$ cat config.mk
export PLATFORM = sky130hd
export DESIGN_NAME = pad_out_serializer
export DESIGN_NICKNAME = d
export VERILOG_FILES = /design/src/rtl/pad_out_serializer.sv
export SDC_FILE = /design/constraint.sdc
export NUM_CORES = 1
export LEC_CHECK = 0
export ABC_CLOCK_PERIOD_IN_PS = 2400
export CORE_MARGIN = 2
export CORE_UTILIZATION = 53
export DETAILED_ROUTE_END_ITERATION = 8
export HOLD_SLACK_MARGIN = 0.05
export PLACE_DENSITY = 0.78
export SETUP_SLACK_MARGIN = 0.4
export SLEW_MARGIN = 25
export SYNTH_ARGS = -nofsm -noshare
export SYNTH_HDL_FRONTEND = slang
export SYNTH_SLANG_ARGS = --single-unit
$ cat constraint.sdc
create_clock -name clk -period 2.4 [get_ports clk]
set_input_delay 0.48 -clock clk [delete_from_list [all_inputs] [get_ports clk]]
set_output_delay 0.48 -clock clk [all_outputs]
set_load 0.05 [all_outputs]
$ cat src/rtl/pad_out_serializer.sv
// Registered LSB-first serializer driving LIFCL PADDO/PADDT with turnaround before and after each frame.
// Optional feature: define PAD_SER_PARITY_EN to append an even-parity bit to every word.
module pad_out_serializer #(
   parameter int   WIDTH      = 8,
   parameter int   TURNAROUND = 2,
   parameter logic IDLE_LEVEL = 1'b1
) (
   input  logic             clk,
   input  logic             rst,
   input  logic [WIDTH-1:0] in_data,
   input  logic             in_valid,
   output logic             in_ready,
   output logic             paddo,
   output logic             paddt,
   output logic             busy
);

`ifdef PAD_SER_PARITY_EN
   localparam int SREG_W = WIDTH + 1;
`else
   localparam int SREG_W = WIDTH;
`endif
   localparam logic [5:0] LAST_BIT  = 6'(SREG_W - 1);
   localparam logic [3:0] LAST_TURN = 4'(TURNAROUND - 1);

   typedef enum logic [1:0] {
      ST_IDLE    = 2'd0,
      ST_ENABLE  = 2'd1,
      ST_SHIFT   = 2'd2,
      ST_RELEASE = 2'd3
   } state_t;

   state_t            state_r, state_s;
   logic [3:0]        turn_cnt_r, turn_cnt_s;
   logic [5:0]        bit_cnt_r, bit_cnt_s;
   logic [SREG_W-1:0] sreg_r, sreg_s;
   logic              in_ready_r, in_ready_s;
   logic              paddo_r, paddo_s;
   logic              paddt_r, paddt_s;
   logic              busy_r, busy_s;
   logic              accept_s;

`ifdef PAD_SER_PARITY_EN
   function automatic logic even_parity(input logic [WIDTH-1:0] d);
      return ^d;
   endfunction

   function automatic logic [SREG_W-1:0] load_word(input logic [WIDTH-1:0] d);
      return {even_parity(d), d};
   endfunction
`else
   function automatic logic [SREG_W-1:0] load_word(input logic [WIDTH-1:0] d);
      return d;
   endfunction
`endif

   // Accept uses the registered ready so nothing from the inputs reaches the pad combinationally.
   assign accept_s = in_valid & in_ready_r;

   // Next-state, counter, shift-register and next-output decode.
   always_comb begin
      state_s    = state_r;
      turn_cnt_s = turn_cnt_r;
      bit_cnt_s  = bit_cnt_r;
      sreg_s     = sreg_r;
      case (state_r)
         ST_IDLE: begin
            if (accept_s) begin
               sreg_s     = load_word(in_data);
               turn_cnt_s = 4'd0;
               bit_cnt_s  = 6'd0;
               state_s    = ST_ENABLE;
            end else begin
               state_s = ST_IDLE;
            end
         end
         ST_ENABLE: begin
            if (turn_cnt_r >= LAST_TURN) begin
               turn_cnt_s = 4'd0;
               bit_cnt_s  = 6'd0;
               state_s    = ST_SHIFT;
            end else begin
               turn_cnt_s = turn_cnt_r + 4'd1;
            end
         end
         ST_SHIFT: begin
            if (bit_cnt_r >= LAST_BIT) begin
               bit_cnt_s  = 6'd0;
               turn_cnt_s = 4'd0;
               // A word taken on the last-bit cycle continues with no gap.
               if (accept_s) begin
                  sreg_s  = load_word(in_data);
                  state_s = ST_SHIFT;
               end else begin
                  state_s = ST_RELEASE;
               end
            end else begin
               bit_cnt_s = bit_cnt_r + 6'd1;
               sreg_s    = sreg_r >> 1;
            end
         end
         ST_RELEASE: begin
            if (turn_cnt_r >= LAST_TURN) begin
               turn_cnt_s = 4'd0;
               state_s    = ST_IDLE;
            end else begin
               turn_cnt_s = turn_cnt_r + 4'd1;
            end
         end
         default: begin
            turn_cnt_s = 4'd0;
            bit_cnt_s  = 6'd0;
            state_s    = ST_IDLE;
         end
      endcase

      paddt_s    = (state_s == ST_IDLE);
      busy_s     = (state_s != ST_IDLE);
      in_ready_s = (state_s == ST_IDLE) ||
                   ((state_s == ST_SHIFT) && (bit_cnt_s == LAST_BIT));
      paddo_s    = (state_s == ST_SHIFT) ? sreg_s[0] : IDLE_LEVEL;
   end

   // State, counters and output registers with synchronous reset.
   always_ff @(posedge clk) begin
      if (rst) begin
         state_r    <= ST_IDLE;
         turn_cnt_r <= 4'd0;
         bit_cnt_r  <= 6'd0;
         sreg_r     <= '0;
         in_ready_r <= 1'b0;
         paddo_r    <= IDLE_LEVEL;
         paddt_r    <= 1'b1;
         busy_r     <= 1'b0;
      end else begin
         state_r    <= state_s;
         turn_cnt_r <= turn_cnt_s;
         bit_cnt_r  <= bit_cnt_s;
         sreg_r     <= sreg_s;
         in_ready_r <= in_ready_s;
         paddo_r    <= paddo_s;
         paddt_r    <= paddt_s;
         busy_r     <= busy_s;
      end
   end

   assign in_ready = in_ready_r;
   assign paddo    = paddo_r;
   assign paddt    = paddt_r;
   assign busy     = busy_r;

endmodule

Word level (Yosys, flattened, before mapping):

Cells that the tools add are included.

* add/sub/neg operators: 2
* order comparisons: 2
* equal/unequal tests: 7
* muxes and demuxes: 17
* bitwise gates (word level): 2
* reduce and logical (&&, ||, !) cells: 9

Operator list (count)
* two-way mux 6 bit: 3
* case mux 6 bit (3 select lines): 1
* two-way mux 8 bit: 2
* case mux 8 bit (2 select lines): 1
* two-way mux 4 bit: 3
* case mux 4 bit (3 select lines): 1
* case mux 2 bit (4 select lines): 1
* adder 6 x 1 -> 6 bit, second input constant: 1
* == test 2 bit, second input constant: 3
* == test 6 x 3 -> 1 bit, second input constant: 1
* greater-or-equal comparator 6 x 3 -> 1 bit, second input constant: 1
* two-way mux 2 bit: 3
* adder 4 x 1 -> 4 bit, second input constant: 1
* greater-or-equal comparator 4 x 1 -> 1 bit, second input constant: 1
* logical NOT 2 bit: 2
* != test 2 bit, second input constant: 2
* nonzero test 2 bit: 2
* OR reduction 2 bit: 2
* == test 2 x 1 -> 1 bit, second input constant: 1
* two-way mux 1 bit: 2
* AND reduction 2 bit: 1
* AND 1 bit: 1
* logical AND 1 bit: 1
* logical OR 1 bit: 1
* inverter 1 bit: 1

* bits in registers: 24
* bits of input ports: 11
* word-level logic and storage cells: 48

Depth between registers and ports, before layout:

Gate-level depths: netlist of run 1.

* depth after elaboration: 7
* mapped depth: 6

Worst setup path after synthesis of run 1:

Ideal clock, no wire load.

* kind: register to register
* start point: register bit_cnt_r[0]
* end point: register sreg_r[1]
* library setup time: 0.087 ns
* arrival time: 1.643 ns
* setup slack: 0.670 ns
* stages on the path, launching flop included: 6
* path buffers: 0
* period minus slack after synthesis: 1.730 ns
* cell sequence: dfxtp_1 > ha_1 > a2111o_1 > o21ai_2 > nand2_2 > a221oi_2

* longest elaborated chain between the ends: 3

RTL lines
* from (decl): RTL line 35 `logic [5:0] bit_cnt_r, bit_cnt_s;`
* from (signal assigned): RTL line 138 `bit_cnt_r <= bit_cnt_s;`
* greater-or-equal comparator 6 x 3 -> 1 bit: RTL line 87 `if (bit_cnt_r >= LAST_BIT) begin`
* two-way mux 8 bit: RTL line 87
* case mux 8 bit (2 select lines): RTL line 66 `case (state_r)`
* to (signal assigned): RTL line 139 `sreg_r <= sreg_s;`
* to (decl): RTL line 36 `logic [SREG_W-1:0] sreg_r, sreg_s;`

Every way passes these cells.
A chain may end at the register's enable or synchronous reset.

Worst setup path after layout of run 1:

* start point: register paddo_r (netlist: paddo)
* end point: output paddo

RTL lines
* from (decl): RTL line 38 `logic paddo_r, paddo_s;`
* from (signal assigned): RTL line 141 `paddo_r <= paddo_s;`
* to (decl): RTL line 13 `output logic paddo,`

No word-level cell between the ends.

==> key figures, run 1 <==
Cells and area
  • Fillcell total: around 170
  • Area grow syn2layout: 20.6%
  • Non-filler cells, final: 170
  • Final nets: 160
  • Share of cells above drive strength 1: roughly an eighth
  • Most frequent cells in the layout: dfxtp_1 (24), a21oi_1 (19), clkdlybuf4s50_1 (13)
  • Commonest non-fill, non-tap cell in the layout: dfxtp_1
  • Ant. Diodes: 0

Global routing
  • GRT Total Usage: 22.3%
  • Antenna violations before repair: 0
  • Largest net degree at the start of global routing: 21
  • First-pass GRT wire length: approximately 4300 µm
  • Total global routing overflow: 0
  • Number of global-route vias before repair: slightly below 1k

Logic synthesis
  • Seq/Total Area, Yosys: a little over two fifths
  • Syn Inst Count: 126
  • Yosys warns: 0
  • Mapped cell area: between 1000 and 1500 µm²
  • Yosys cell types: 37
  • Yosys reg bits: 24
  • Synth Flop Type: dfxtp_1
  • Synth Area per Inst: 9.11 µm²
  • Syn_nets: around 140
  • Post-synth EDFFs: 0
  • Asr flop ratio synth: 0%

Setup path
  • CP Depth: 1
  • Top delay family on crit path: buffers and inverters
  • CP arrival: approximately 1.4 ns
  • Worst reg2reg path startpoint: bit_cnt_r[0]$_SDFF_PP0_
  • Critical path startpoint: paddo$_SDFF_PP1_
  • Crit-path max FO: 1
  • Critical path class: reg2out
  • Slowest CP cell: clkdlybuf4s50_1
  • Critical Path Max Stage Delay: 0.79 ns
  • Buf/Inv on CP: 1
  • R2r worst-path depth: 5
  • Crit path required time: between 1.5 and 2 ns
  • Cells along the critical path: clkdlybuf4s50_1
  • Critical Path Source Type: flop
  • Worst Setup End Kind: primary output

Timing
  • Final Cycle Share: 79.7%
  • Slew at the pin closest to its max-slew limit: 0.770 ns
  • Fmax: 523 MHz
  • Worst Slack Setup Final: between 0.4 and 0.5 ns
  • Setup-failing EPs final: 0
  • Final min period: 1.91 ns
  • Setup TNS: 0 ns
  • Final Hold Violating Endpoints: 0
  • Relative slew margins: between 40% and 50%
  • RSZ-0062 raised after global routing: false
  • Clk_skew: between 0.005 and 0.006 ns
  • Max-slew violations: 0

Clock tree
  • Root Driver: clkbuf_4
  • # clock sinks: 24
  • CTS buffer count: 3
  • Clock Latency Late Sink: slightly above 0.3 ns
  • Clock buffer depth: 2
  • Clk pin slew, worst setup/hold paths: 0.12 ns
  • CTS tree: built
  • # H-tree levels: 1

Die
  • Die Wd: 50.5 µm
  • Die Area: approximately 2600 µm²
  • CORE AREA: between 2000 and 2500 µm²
  • # rows: 16
  • IO Pins: 15
  • Starting density of the core: a little under three fifths
  • Die height: 50.5 µm

Power
  • Switching power share of the total: 33.9%
  • Pleak: 0.490 nW
  • P per Cell Area: between 600 and 700 nW/µm²
  • Clock network power share: 19.2%
  • Worst vdd ir: 0.000481 V
  • NetSw: roughly 0.31 mW
  • Seq pwr share: about half
  • Int Pwr: approximately 0.6 mW
  • Comb pwr share: approximately 29%

Drt
  • Total wire length: between 2000 and 3000 µm
  • Initial DRC count: 38
  • Wire per inst: 15.5 µm
  • Via density: ~6.2
  • Via count: 1,048
  • DRT antenna net count: 0
  • DR DRC count: 0
  • First-pass DRT Iterations: 4

Min path
  • Hold Crit Depth: 2
  • Worst Min Path Start: sreg_r[1]$_SDFFE_PP0N_
  • Worst Hold Class: reg2reg

Placement
  • Last weighted congestion value of the routability-driven placer: approximately 0.91
  • Pre-CTS setup slack: roughly 0.47 ns
  • Inst Count DP: ~160
  • Port-buffer cells: 14
  • DPL Wire Length: between 1500 and 2000 µm

Job
  • Number of max-cap violations: 0

Status
  • Status: complete, no violations
[kinds of logic (layout without fill, tap and decap cells)]
group | Yosys count | after routing | synth area share (%)
mux | 2 | 2 | 1.74
fa+ha+maj | 4 | 4 | 4.36
simple gates | 37 | 37 | 19.2
compound gates | 48 | 48 | 29.1
buf+inv | 11 | 28 | 3.71
flops | 24 | 24 | 41.9
[cells in the mapped netlist (all sizes together) (3+ instances only)]
| cell type | count | area share [%] |
|---|---|---|
| o22ai | 6 | 3.3 |
| nand2 | 6 | 2.2 |
| a21oi | 19 | 8.3 |
| clkbuf | 4 | 1.3 |
| nor3b | 3 | 2.0 |
| nand3 | 10 | 4.4 |
| nor2b | 3 | 1.6 |
| nor3 | 3 | 1.7 |
| a211oi | 5 | 3.3 |
| nor2 | 3 | 0.98 |
| dfxtp | 24 | 42 |
| inv | 5 | 1.6 |
| o21ai | 9 | 4.6 |
| ha | 4 | 4.4 |
[metal layers]
metal  GRT usage, %  wire, µm  vias to the layer above
li1               -         -                      516
met4           4.50         0                        0
met5              0         0                        -
met1           26.2      1130                      497
met2           40.1      1360                       35
met3           6.55       147                        0
[registers in the layout, indices dropped and copies added, names as in the netlist]
signal and count:
turn_cnt_r 4, bit_cnt_r 6, state_r 2, paddt 1, in_ready 1, busy 1, paddo 1, sreg_r 8
[power groups by stage]
stage               Sequential (mW)  Clock, mW  Combinational (mW)
finish                        0.470      0.174               0.265
detailed placement            0.478          0               0.254
floorplan                     0.494          0               0.158
global placement              0.476          0               0.246
CTS                           0.469      0.179               0.253
global route                  0.474      0.197               0.287
[stage by stage]
step                area [µm²]  util (%)  power, mW  hold WS [ns]
global placement          1320      65.9      0.722         0.473
global route              1380      69.1      0.958         0.521
floorplan                 1150         -      0.653         0.448
finish                    1380      69.1      0.909         0.498
detailed placement        1320      65.9      0.732         0.482
CTS                       1340      67.0      0.901         0.499
[cell type report]
type                       instances  area (µm²)  area share (%)
clock buffer                       3        22.5            1.63
inverter                           5        18.8            1.36
multi-input combinational         91         644            46.6
sequential                        24         480            34.7
tap                               27        33.8            2.44
timing repair buffer              20         184            13.3
[what timing repair did]
action / CTS / global route
gates resized for setup: 1 / 3
setup buffers: 0 / 3
pin swaps: 0 / 3
hold buffers: 0 / 0
setup endpoints to repair: 1 / 7
[path summary, 6_finish.rpt]
kind	slack [ns]	endpoint
max	0.49	paddo
min	0.50	sreg_r[1]$_SDFFE_PP0N_
max reg2reg	0.49	sreg_r[5]$_SDFFE_PP0N_
min reg2reg	0.50	sreg_r[1]$_SDFFE_PP0N_
Power figures use the tool's default switching activity.
==> run 2, diff against run 1 <==
ABC_CLOCK_PERIOD_IN_PS = 1900   (was 2400)
clock period = 1.9 ns   (was 2.4 ns; I/O delays follow)
==> key figures, run 2 (synthesized netlist as in run 1, its figures left out) <==
Global routing
  • Number of global-route vias before repair: 1,017 (+5.4%)
  • GRT Total Usage: 23.8% (+1.4 points)
  • Largest net degree at the start of global routing: 20 (-4.8%)
  • Antenna violations before repair: 0 (unchanged)
  • Total global routing overflow: 0 (unchanged)
  • First-pass GRT wire length: 4680 µm (+8.5%)

Timing
  • Final min period: 1.73 ns
  • Slew at the pin closest to its max-slew limit: 0.607 ns (-0.163 ns)
  • Relative slew margins: 59.5% (+11 points)
  • Fmax: about 580 MHz
  • Final Hold Violating Endpoints: 0 (unchanged)
  • Max-slew violations: 0 (unchanged)
  • Clk_skew: 0.00528 ns (-0.000137 ns)
  • Final Cycle Share: 90.9%
  • Worst Slack Setup Final: 0.173 ns (-0.314 ns)
  • Hold_ws: 0.489 ns (-0.00841 ns)
  • RSZ-0062 raised after global routing: true
  • Setup TNS: 0 ns (unchanged)
  • Setup-failing EPs final: 0 (unchanged)

Die
  • Die height: 50.5 µm (unchanged)
  • Die Wd: 50.5 µm (unchanged)
  • IO Pins: 15 (unchanged)
  • Starting density of the core: 57.3% (unchanged)
  • # rows: 16 (unchanged)
  • CORE AREA: 2000 µm² (unchanged)
  • Die Area: 2550 µm² (unchanged)

Drt
  • Via density: 6.23 (+1.1%)
  • Via count: 1,109 (+5.8%)
  • Initial DRC count: 45 (+18%)
  • First-pass DRT Iterations: 4 (unchanged)
  • DRT antenna net count: 0 (unchanged)
  • Total wire length: 2960 µm (+12%)
  • DR DRC count: 0 (unchanged)
  • Wire per inst: 16.6 µm (+7.1%)

Placement
  • Pre-CTS setup slack: 0.151 ns (-0.319 ns)
  • Last weighted congestion value of the routability-driven placer: 0.879 (-3.5%)
  • Port-buffer cells: 14 (unchanged)
  • Inst Count DP: 165 (+0.61%)
  • DPL Wire Length: 1830 µm (-3.7%)

Clock tree
  • Root Driver: clkbuf_4
  • CTS tree: built
  • Clock Latency Late Sink: 0.31 ns (about the same)
  • Clock buffer depth: 2 (unchanged)
  • Clk pin slew, worst setup/hold paths: 0.14 ns (+0.02 ns)
  • CTS buffer count: 3 (unchanged)
  • # clock sinks: 24 (unchanged)
  • # H-tree levels: 1 (unchanged)

Cells and area
  • Ant. Diodes: 0 (unchanged)
  • Commonest non-fill, non-tap cell in the layout: dfxtp_1
  • Largest register FFs: 8 (unchanged)
  • Biggest register: sreg_r
  • Final nets: 167 (+4.4%)
  • Non-filler cells, final: 178 (+4.7%)
  • Area grow syn2layout: 38.2%
  • Most frequent cells in the layout: dfxtp_1 (18), a21oi_1 (16), buf_4 (11)
  • Layout Utilization: 79.2% (+10 points)
  • Biggest regs: sreg_r (8), bit_cnt_r (6), turn_cnt_r (4)
  • Share of cells above drive strength 1: 33.8% (+21 points)

Setup path
  • Worst Setup End Kind: flop
  • RR Endpoint: sreg_r[1]$_SDFFE_PP0N_
  • Reg-to-reg slack, setup: 0.17 ns (-0.31 ns)
  • Critical path startpoint: bit_cnt_r[0]$_SDFF_PP0_
  • Critical Path Source Type: flop
  • Critical path class: reg2reg
  • Crit-path max FO: 7 (+6)
  • CP arrival: 1.97 ns (+0.54 ns)
  • Crit path capture: sreg_r[1]$_SDFFE_PP0N_
  • Crit path required time: 2.14 ns (+0.22 ns)
  • Worst reg2reg path startpoint: bit_cnt_r[0]$_SDFF_PP0_
  • R2r worst-path depth: 5 (unchanged)

Min path
  • Worst Hold Class: reg2reg

Job
  • Number of max-cap violations: 0 (unchanged)

Status
  • Status: complete, no violations

Power
  • P per Cell Area: 818 nW/µm² (+24%)
  • Pleak: 0.576 nW (+17%)
  • Worst vdd ir: 0.000711 V (+48%)
run 2: changes by cell type in the layout (fill, tap and decap cells not counted), moves of 3 or more:
cell / change
a21oi_1: -3
a21oi_2: +3
buf_4: +5
clkdlybuf4s15_2: +3
clkdlybuf4s50_1: -3
dfxtp_1: -6
dfxtp_2: +3
dfxtp_4: +3
ha_1: -3
ha_4: +3
run 2: repair_timing:
| action | 4_1_cts | 5_1_grt |
|---|---|---|
| endpoints found under the setup margin | 25 | 25 |
| cloned | 0 | 0 |
| setup buffers | 8 | 1 |
| pin swaps | 10 | 11 |
| resized for setup | 31 | 11 |
| hold buffers | 0 | 0 |
run 2: layout make-up:
class                   instances  area (µm²)
multi-input cells              91         752
flip-flops and latches         24         495
fillers                       133         417
repair buffers                 27         244
clock buffers                   4        36.3
well taps                      27        33.8
inverters                       5        23.8
run 2: routing by layer:
layer	global-route usage, %	vias to the layer above	wire length [µm]
li1	-	535	-
met1	29.9	537	1280
met2	42.1	35	1530
met3	3.87	2	134
met4	5.86	0	10
met5	0	-	0
run 2: critical path, cell delays in order (launching register included):
cell and delay (ns):
dfxtp_4 0.38, ha_4 0.17, a2111o_1 0.49, o21ai_4 0.28, nand2_2 0.09, a221oi_2 0.25
run 2: how the worst min path moves through the flow:
stage,from,endpoint,slack (ns),cells past startpoint
6_report,sreg_r[1]$_SDFFE_PP0N_,sreg_r[1]$_SDFFE_PP0N_,0.49,2
3_3_place_gp,sreg_r[1]$_SDFFE_PP0N_,sreg_r[1]$_SDFFE_PP0N_,0.46,2
5_1_grt,sreg_r[1]$_SDFFE_PP0N_,sreg_r[1]$_SDFFE_PP0N_,0.51,2
2_1_floorplan,sreg_r[1]$_SDFFE_PP0N_,sreg_r[1]$_SDFFE_PP0N_,0.45,2
3_5_place_dp,sreg_r[1]$_SDFFE_PP0N_,sreg_r[1]$_SDFFE_PP0N_,0.46,2
4_1_cts,sreg_r[1]$_SDFFE_PP0N_,sreg_r[1]$_SDFFE_PP0N_,0.48,2
run 2: stage by stage:
| stage | total power, mW | area, µm² |
|---|---|---|
| 2_1_floorplan | 0.835 | 1180 |
| 3_3_place_gp | 0.922 | 1360 |
| 3_5_place_dp | 0.935 | 1360 |
| 4_1_cts | 1.26 | 1550 |
| 5_1_grt | 1.35 | 1590 |
| 6_report | 1.30 | 1590 |
run 2: report_power, final:
part | leakage [nW] | switching (mW) | internal, mW
registers | 0.199 | 0.0541 | 0.551
clock network | 0.0210 | 0.157 | 0.117
logic | 0.356 | 0.232 | 0.185
==> run 3, diff against run 2 <==
CORE_MARGIN = 1.5   (was 2)
CTS_CLUSTER_DIAMETER = 200   (was default)
==> key figures, run 3 (synthesized netlist as in run 1, its figures left out) <==
Clock tree
  • CTS buffer count: 3 (unchanged)
  • Clock Latency Late Sink: 0.31 ns (about the same)
  • Hold Buf Count CTS: 0 (unchanged)
  • Root Driver: clkbuf_4
  • Clk pin slew, worst setup/hold paths: 0.14 ns (about the same)
  • Clock buffer depth: 2 (unchanged)
  • CTS tree: built
  • # H-tree levels: 1 (unchanged)
  • # clock sinks: 24 (unchanged)

Cells and area
  • Layout Utilization: 83.6% (+4.4 points)
  • Most frequent cells in the layout: dfxtp_1 (18), buf_4 (15), a21oi_1 (13)
  • Non-filler cells, final: 182 (+2.2%)
  • Final nets: 171 (+2.4%)
  • Fillcell total: 119 (-11%)
  • Biggest regs: sreg_r (8), bit_cnt_r (6), turn_cnt_r (4)
  • Area grow syn2layout: 45.9%
  • Commonest non-fill, non-tap cell in the layout: dfxtp_1
  • Share of cells above drive strength 1: 41.9% (+8.2 points)
  • Ant. Diodes: 0 (unchanged)
  • Largest register FFs: 8 (unchanged)
  • Biggest register: sreg_r

Global routing
  • Met2 Use GR: 45.3% (+3.2 points)
  • GRT Total Usage: 26.7% (+3.0 points)
  • Global Route met3 Usage: 3.03% (-0.84 points)
  • Antenna violations before repair: 0 (unchanged)
  • Largest net degree at the start of global routing: 25 (+25%)
  • Number of global-route vias before repair: 1,058 (+4.0%)
  • First-pass GRT wire length: 5020 µm (+7.2%)
  • Busiest grt layer: met2
  • Met1 Resource Use GR: 34.0% (+4.1 points)
  • Total global routing overflow: 0 (unchanged)

Timing
  • Setup TNS: 0 ns (unchanged)
  • Final Cycle Share: 95.1% (+4.1 points)
  • Final min period: 1.81 ns (+0.0787 ns)
  • Relative slew margins: 58.5% (-1.0 points)
  • Max-slew violations: 0 (unchanged)
  • Setup-failing EPs final: 0 (unchanged)
  • Slew at the pin closest to its max-slew limit: 0.623 ns (+0.0154 ns)
  • RSZ-0062 raised after global routing: true
  • Final Hold Violating Endpoints: 0 (unchanged)
  • Fmax: 554 MHz (-4.4%)
  • Clk_skew: 0.00541 ns (+0.000127 ns)

Drt
  • Initial DRC count: 28 (-38%)
  • First-pass DRT Iterations: 4 (unchanged)
  • Via density: 6.15 (-1.3%)
  • Total wire length: 3190 µm (+7.7%)
  • DRT antenna net count: 0 (unchanged)
  • DR DRC count: 0 (unchanged)
  • Via count: 1,119 (+0.90%)
  • Wire per inst: 17.5 µm (+5.4%)

Placement
  • DPL Wire Length: 1790 µm (-2.2%)
  • Port-buffer cells: 14 (unchanged)
  • Last weighted congestion value of the routability-driven placer: 0.878 (about the same)
  • Inst Count DP: 164 (-0.61%)

Setup path
  • Slowest CP cell: a2111o_1
  • Cells along the critical path: ha_4 -> a2111o_1 -> nor3_2 -> o21ai_1 -> a21oi_1
  • CP arrival: 2.06 ns (+0.09 ns)
  • Crit path required time: 2.15 ns (about the same)
  • Critical path class: reg2reg
  • Critical Path Max Stage Delay: 0.49 ns (about the same)
  • Crit-path max FO: 4 (-3)
  • Critical Path Source Type: flop
  • Worst Setup End Kind: flop

Die
  • Die Area: 2450 µm² (-3.9%)
  • Die Wd: 49.5 µm (-2.0%)
  • # rows: 16 (unchanged)
  • Die height: 49.5 µm (-2.0%)
  • Starting density of the core: 57.3% (unchanged)
  • IO Pins: 15 (unchanged)
  • CORE AREA: 2000 µm² (unchanged)

Power
  • Design Power: 1.32 mW (+1.9%)
  • P per Cell Area: 789 nW/µm² (-3.5%)
  • Pleak: 0.603 nW (+4.7%)
  • Worst vdd ir: 0.000631 V (-11%)

Min path
  • Worst Hold Class: reg2reg

Status
  • Status: complete, no violations

Job
  • Number of max-cap violations: 0 (unchanged)
## run 3: cell types whose count changed in the layout (fill, tap and decap cells not counted), sizes merged
cell / delta
buf: +4
## run 3: metal layers
metal	wire (µm)	part of all wire (%)
met1	1400	44
met2	1580	50
met3	127	4.0
met4	80	2.5
met5	0	0
## run 3: critical path: cells and delay by family, from the launching register on
kind | cells | cell delay, ns
compound gates | 3 | 0.83
flops | 1 | 0.38
fa+ha+maj | 1 | 0.17
simple gates | 1 | 0.36
## run 3: final cells by class
| class | instances | area, µm² | share of cell area (%) |
|---|---|---|---|
| multi-input combinational | 91 | 805 | 48.1 |
| sequential | 24 | 495 | 29.6 |
| timing repair buffer | 31 | 283 | 16.9 |
| clock buffer | 4 | 36.3 | 2.17 |
| tap | 27 | 33.8 | 2.02 |
| inverter | 5 | 21.3 | 1.27 |
## run 3: final timing paths
path / start / end / slack (ns) / cells after the start
worst min-delay path: sreg_r[1]$_SDFFE_PP0N_ / sreg_r[1]$_SDFFE_PP0N_ / 0.51 / 2
worst min register to register: sreg_r[1]$_SDFFE_PP0N_ / sreg_r[1]$_SDFFE_PP0N_ / 0.51 / 2
worst max-delay path: bit_cnt_r[1]$_SDFF_PP0_ / bit_cnt_r[2]$_SDFF_PP0_ / 0.09 / 5
worst max register to register: bit_cnt_r[1]$_SDFF_PP0_ / bit_cnt_r[2]$_SDFF_PP0_ / 0.09 / 5
## run 3: report_power, final
part | switching [mW] | internal, mW | total [mW]
combinational | 0.249 | 0.198 | 0.447
sequential | 0.0527 | 0.551 | 0.603
clock | 0.154 | 0.117 | 0.271
total | 0.456 | 0.866 | 1.32
## run 3: timing repair
action,in CTS,in global routing
endpoints found under the setup margin,27,25
buffers inserted,10,4
pin swaps,14,10
gates resized for setup,33,19
## run 3: metrics by stage
stage	instance area, µm²	hold slack, ns	setup slack (ns)
after floorplan	1180	0.448	0.323
after global placement	1360	0.464	0.182
after detailed placement	1360	0.467	0.159
after CTS	1580	0.503	0.176
after global routing	1670	0.528	0.0543
final	1670	0.508	0.0940
